### src/rtl/keypad_pkg.sv
// Shared constants and helpers for the 4x4 CHIP-8 hex keypad scanner.
// Holds the matrix-to-key-code map, matrix dimensions and the key-code type.
package keypad_pkg;

  localparam int NUM_ROWS = 4;
  localparam int NUM_COLS = 4;
  localparam int NUM_KEYS = 16;

  typedef logic [3:0] key_code_t;

  // Nibble i holds the key code for matrix index i = row*4 + col (row0 = 1,2,3,C ... row3 = A,0,B,F)
  localparam logic [63:0] KEYMAP = 64'hFB0A_E987_D654_C321;

  function automatic key_code_t key_of(input int row, input int col);
    return KEYMAP[(row * NUM_COLS + col) * 4 +: 4];
  endfunction

  function automatic key_code_t lowest_key(input logic [NUM_KEYS-1:0] keys);
    key_code_t code;
    code = 4'h0;
    for (int i = NUM_KEYS - 1; i >= 0; i--) begin
      if (keys[i]) begin
        code = 4'(i);
      end
    end
    return code;
  endfunction

endpackage

### src/rtl/key_debounce.sv
// Per-key frame-based debouncer: the debounced bit flips only after the raw
// value has differed from it on DEBOUNCE_SCANS consecutive update strobes.
module key_debounce #(
  parameter int DEBOUNCE_SCANS = 4,
  parameter int CNT_W          = 2
) (
  input  logic clk,
  input  logic rst,
  input  logic update,
  input  logic raw,
  output logic state,
  output logic rise
);

  localparam logic [CNT_W-1:0] CNT_LAST = CNT_W'(DEBOUNCE_SCANS - 1);

  logic [CNT_W-1:0] cnt;
  logic             differ;
  logic             flip;

  // rise marks a released->held flip so the top can build the press set
  always_comb begin
    differ = raw ^ state;
    flip   = update & differ & (cnt == CNT_LAST);
    rise   = flip & ~state;
  end

  always_ff @(posedge clk) begin
    if (rst) begin
      cnt   <= '0;
      state <= 1'b0;
    end else if (update) begin
      if (!differ) begin
        cnt <= '0;
      end else if (cnt == CNT_LAST) begin
        state <= ~state;
        cnt   <= '0;
      end else begin
        cnt <= cnt + 1'b1;
      end
    end else begin
      cnt   <= cnt;
      state <= state;
    end
  end

endmodule

### src/rtl/keypad_scanner.sv
// Column-scanning 4x4 keypad front end: synchronizes rows, assembles a raw
// frame indexed by CHIP-8 key code, debounces each key and flags new presses.
module keypad_scanner
  import keypad_pkg::*;
#(
  parameter int SCAN_DIV       = 5000,
  parameter int DEBOUNCE_SCANS = 4
) (
  input  logic                clk,
  input  logic                rst,
  input  logic [NUM_ROWS-1:0] row_n,
  output logic [NUM_COLS-1:0] col_n,
  output logic [NUM_KEYS-1:0] key_state,
  output logic                press_valid,
  output logic [3:0]          press_code,
  output logic                frame_done
);

  localparam int DIV_W = (SCAN_DIV > 1) ? $clog2(SCAN_DIV) : 1;
  localparam int CNT_W = (DEBOUNCE_SCANS > 1) ? $clog2(DEBOUNCE_SCANS) : 1;
  localparam logic [DIV_W-1:0] DIV_LAST = DIV_W'(SCAN_DIV - 1);

  logic [NUM_ROWS-1:0] row_sync1;
  logic [NUM_ROWS-1:0] row_sync2;
  logic [DIV_W-1:0]    div;
  logic [1:0]          col_idx;
  logic [1:0]          col_next;
  logic [NUM_KEYS-1:0] raw;
  logic [NUM_KEYS-1:0] raw_next;
  logic [NUM_KEYS-1:0] rise;
  logic                sample;
  logic                frame_end;
  key_code_t           code;

  always_ff @(posedge clk) begin
    if (rst) begin
      row_sync1 <= 4'hF;
      row_sync2 <= 4'hF;
    end else begin
      row_sync1 <= row_n;
      row_sync2 <= row_sync1;
    end
  end

  // The debouncers see the frame including the column being sampled this cycle
  always_comb begin
    sample    = (div == DIV_LAST);
    frame_end = sample && (col_idx == 2'd3);
    col_next  = col_idx + 2'd1;
    raw_next  = raw;
    code      = 4'h0;
    if (sample) begin
      for (int r = 0; r < NUM_ROWS; r++) begin
        code           = KEYMAP[(r * NUM_COLS + int'(col_idx)) * 4 +: 4];
        raw_next[code] = ~row_sync2[r];
      end
    end else begin
      raw_next = raw;
    end
  end

  always_ff @(posedge clk) begin
    if (rst) begin
      div     <= '0;
      col_idx <= 2'd0;
      col_n   <= 4'b1110;
      raw     <= '0;
    end else if (sample) begin
      div     <= '0;
      col_idx <= col_next;
      col_n   <= ~(4'b0001 << col_next);
      raw     <= raw_next;
    end else begin
      div     <= div + 1'b1;
    end
  end

  for (genvar k = 0; k < NUM_KEYS; k++) begin : g_key
    key_debounce #(
      .DEBOUNCE_SCANS (DEBOUNCE_SCANS),
      .CNT_W          (CNT_W)
    ) u_key_debounce (
      .clk    (clk),
      .rst    (rst),
      .update (frame_end),
      .raw    (raw_next[k]),
      .state  (key_state[k]),
      .rise   (rise[k])
    );
  end

  // Press events and the frame strobe land together with the key_state update
  always_ff @(posedge clk) begin
    if (rst) begin
      press_valid <= 1'b0;
      press_code  <= 4'h0;
      frame_done  <= 1'b0;
    end else begin
      press_valid <= |rise;
      frame_done  <= frame_end;
      if (|rise) begin
        press_code <= lowest_key(rise);
      end else begin
        press_code <= press_code;
      end
    end
  end

endmodule
### config.mk
export PLATFORM = sky130hd
export DESIGN_NAME = keypad_scanner
export DESIGN_NICKNAME = d
export VERILOG_FILES = /design/src/rtl/keypad_pkg.sv /design/src/rtl/key_debounce.sv /design/src/rtl/keypad_scanner.sv
export SDC_FILE = /design/constraint.sdc
export NUM_CORES = 1
export LEC_CHECK = 0
export ABC_AREA = 1
export BUFFER_PORTS_ARGS = -buffer_cell sky130_fd_sc_hd__buf_2
export CORE_MARGIN = 8
export CORE_UTILIZATION = 55
export CTS_CLUSTER_DIAMETER = 200
export DETAILED_ROUTE_END_ITERATION = 7
export GPL_TIMING_DRIVEN = 0
export PLACE_DENSITY = 0.73
export SLEW_MARGIN = 20
export SYNTH_ARGS = -nofsm -noshare
export SYNTH_HDL_FRONTEND = slang
export SYNTH_SLANG_ARGS = --single-unit
### constraint.sdc
create_clock -name clk -period 2.7 [get_ports clk]
set_input_delay 0.405 -clock clk [delete_from_list [all_inputs] [get_ports clk]]
set_output_delay 0.405 -clock clk [all_outputs]
set_load 0.05 [all_outputs]
==> impl_metrics.yaml <==
worst_setup_path:
  r2r_setup_slack_ps: 9
  worstPathArrival_ps: 2970
  reg2reg_depth: 19
  reg2reg_to: "press_code[1]$_SDFFE_PP0P_"
  cp_max_fo: 7
  end_kind: "register"
  crit_type: "reg -> reg"
  cp.required_ps: 2980
  worstSetupStartpointType: "register"
  cpPeakStageDelay_ps: 420
  slowest_stage: "dfxtp_4"
  crit_chain: "clkinvlp_4, ha_4, buf_4, nand2_4, nor2_2, o21ai_1, a21oi_1, o21ai_2, o211ai_1, nand3_1, nor2_1, nand2_2, nand2_2, nor2_4, nand2_4, nor2_4, nor3_2, o21ai_1, nand2_1"
  r2r_start: "col_idx[1]$_SDFFE_PP0N_"
placement:
  gp_congestion: 0.949
  place_ws_ps: -209
  portBuffers: 30
  dpl.hpwl_um: 10200
yosys:
  ys_seq_elements: 96
  syn_nets: 766
  synth_top_area_cell: "dfxtp_1"
  synthTopCellsByArea: "dfxtp_1 (37%), nand2_1 (12%), a21oi_1 (6.8%), ha_1 (6.0%), inv_1 (5.0%)"
  syn_area_per_cell_sq_um: 7.15
  netlist_instances: 735
  yosys_warnings: 0
  synthFlopType: "dfxtp_1"
  yosysSeqAreaShare: 0.366
  netlist_area_sq_mm: 0.00526
  synth_top_area_frac: 0.366
  synth_cell_types: 48
  async_reset_ff_frac: 0
  synth-edff-count: 0
global_routing:
  track_usage: 0.217
  first_global_vias: 4611
  grt_max_degree: 16
  grt.overflow.total: 0
  grt_antenna_before_repair: 0
  grt_pass1_wl_um: 22200
layout:
  antenna-diode-count: 0
  area_delta_synth_final_pct: 17.1
  multi_input_area_sq_mm: 0.00297
  layout_common_cells: "nand2_1 (156), dfxtp_1 (94), a21oi_1 (70)"
  fill_cells: 815
  nets: 823
  final_common_cell: "nand2_1"
  final_layout_size_suffix_gt1_frac: 0.245
  register_area_sq_mm: 0.00193
floorplanning:
  row_count: 35
  die_w_um: 114
  die_height_um: 114
  die_area_sq_mm: 0.0129
  core-area_sq_mm: 0.00924
  floorplan.initialDensity: 0.569
  boundaryPins: 32
hold_path:
  hold_start: "row_n[0]"
  hold_depth: 2
  min-delay-path-class: "in -> reg"
  whs_endpoint: "row_sync1[0]$_SDFF_PP1_"
power:
  p_leak_nw: 2.68
  vdd_ir_drop_max_mv: 0.379
  powerDensity_mw_per_mm2: 406
outcome:
  status: "completed"
sta:
  finalCritPeriodShare: 0.997
  relSlewSlack: 0.533
  fmax_mhz: 372
  worstMarginPinSlew_ps: 701
  hold_viol_final: 0
  slew_violations: 0
  tns_ps: 0
  rsz0062_at_grt: "true"
  layout_setup_ws_ps: 9.24
  setup_violations: 0
  layout_min_cycle_time_ps: 2690
  skew_ps: 10.5
detailed_routing:
  drt_iter0_drc: 331
  wl_um: 14000
  first_pass_iters: 5
  vias_per_cell: 5.34
  final_antenna_net_count: 0
  routedWlPerCell_um: 15.1
  vias: 4944
  drc: 0
cts:
  h-tree-depth: 3
  clock-root-buffer: "clkbuf_8"
  clk_pin_slew_ps: 90
  postCtsHoldBufs: 0
  clockBufferDepth: 2
  cts_made_buffers: 9
  cts_tree: "built"
  clock_latency_ps: 380
  cts.sinks: 96
flow_run:
  drv_cap: 0
==> kinds of logic (layout without fill, tap and decap cells) <==
family / count (synthesis) / after routing / synth area share
AOI/OAI and AO/OA: 127 / 127 / 0.136
xor gates and xnor gates: 5 / 5 / 0.00976
adders and majority gates: 25 / 25 / 0.0595
buffers and inverters: 124 / 186 / 0.107
DFF: 96 / 96 / 0.366
and+or+nand+nor: 358 / 358 / 0.322
==> synthesized netlist by cell type (11+ instances only) <==
master    instances
nand2_1         173
dfxtp_1          96
a21oi_1          71
inv_1            70
nor2_1           68
nand3_1          46
o21ai_0          30
ha_1             25
buf_4            19
clkbuf_1         16
nand2_2          11
nand4_1          11
==> worst max-delay path by stage <==
stage                       startpoint                         end  slack, ps  cells past startpoint
3_3_place_gp   col_idx[0]$_SDFFE_PP0N_  press_code[1]$_SDFFE_PP0P_       -170                     19
5_1_grt        col_idx[0]$_SDFFE_PP0N_  press_code[1]$_SDFFE_PP0P_       -160                     18
6_report       col_idx[1]$_SDFFE_PP0N_  press_code[1]$_SDFFE_PP0P_          9                     19
3_5_place_dp   col_idx[0]$_SDFFE_PP0N_  press_code[1]$_SDFFE_PP0P_       -210                     19
4_1_cts        col_idx[1]$_SDFFE_PP0N_  press_code[1]$_SDFFE_PP0P_         20                     17
2_1_floorplan  col_idx[0]$_SDFFE_PP0N_  press_code[1]$_SDFFE_PP0P_        290                     19
==> critical path: cells and delay by family, from the launching register on <==
kind                       cells  cell delay (ps)
AOI/OAI and AO/OA              5              600
adders and majority gates      1              220
buffers and inverters          2              320
DFF                            1              420
and+or+nand+nor               11             1010
==> through the flow <==
step                utilization  hold WS [ps]  cells  instance area (sq um)  total power, mW
floorplan                     -           389    735                   5260             1.50
global placement          0.603           394    894                   5570             1.52
detailed placement        0.603           394    894                   5570             1.52
CTS                       0.629           196    910                   5810             2.51
global route              0.666           206    926                   6160             2.58
finish                    0.666           206    926                   6160             2.50
==> state kept, by name, indices dropped and copies added (netlist names), 2 cells and up <==
| register | count |
|---|---|
| g_key.u_key_debounce.cnt | 32 |
| g_key.u_key_debounce.state | 16 |
| raw | 15 |
| div | 13 |
| col_n | 4 |
| press_code | 4 |
| row_sync1 | 4 |
| row_sync2 | 4 |
| col_idx | 2 |
==> power breakdown <==
part           internal [mW]  switching (mW)
combinational         0.0164          0.0448
sequential              1.42         0.00812
clock                  0.487           0.521
total                   1.93           0.574
==> routing by layer <==
layer | track usage | routed length [um] | vias up
li1 | - | - | 2484
met1 | 0.258 | 6140 | 2317
met2 | 0.371 | 6820 | 120
met3 | 0.0428 | 754 | 23
met4 | 0.0941 | 301 | 0
met5 | 0 | 0 | -
==> final cells by class <==
cell class	instances	area share
Clock inverter	3	0.00772
Clock buffer	13	0.0258
Sequential cell	96	0.313
Multi-Input combinational cell	515	0.482
Timing Repair Buffer	47	0.0486
Tap cell	129	0.0262
Buffer	40	0.0427
Inverter	83	0.0532
==> timing repair <==
| item | CTS | global route |
|---|---|---|
| setup endpoints to repair | 4 | 15 |
| pin swaps | 2 | 30 |
| gates resized for setup | 11 | 63 |
| setup buffers | 0 | 16 |
| endpoints found under the hold margin | 0 | 0 |
| cloned | 0 | 1 |
No activity file was read; power rests on OpenSTA's default activity.
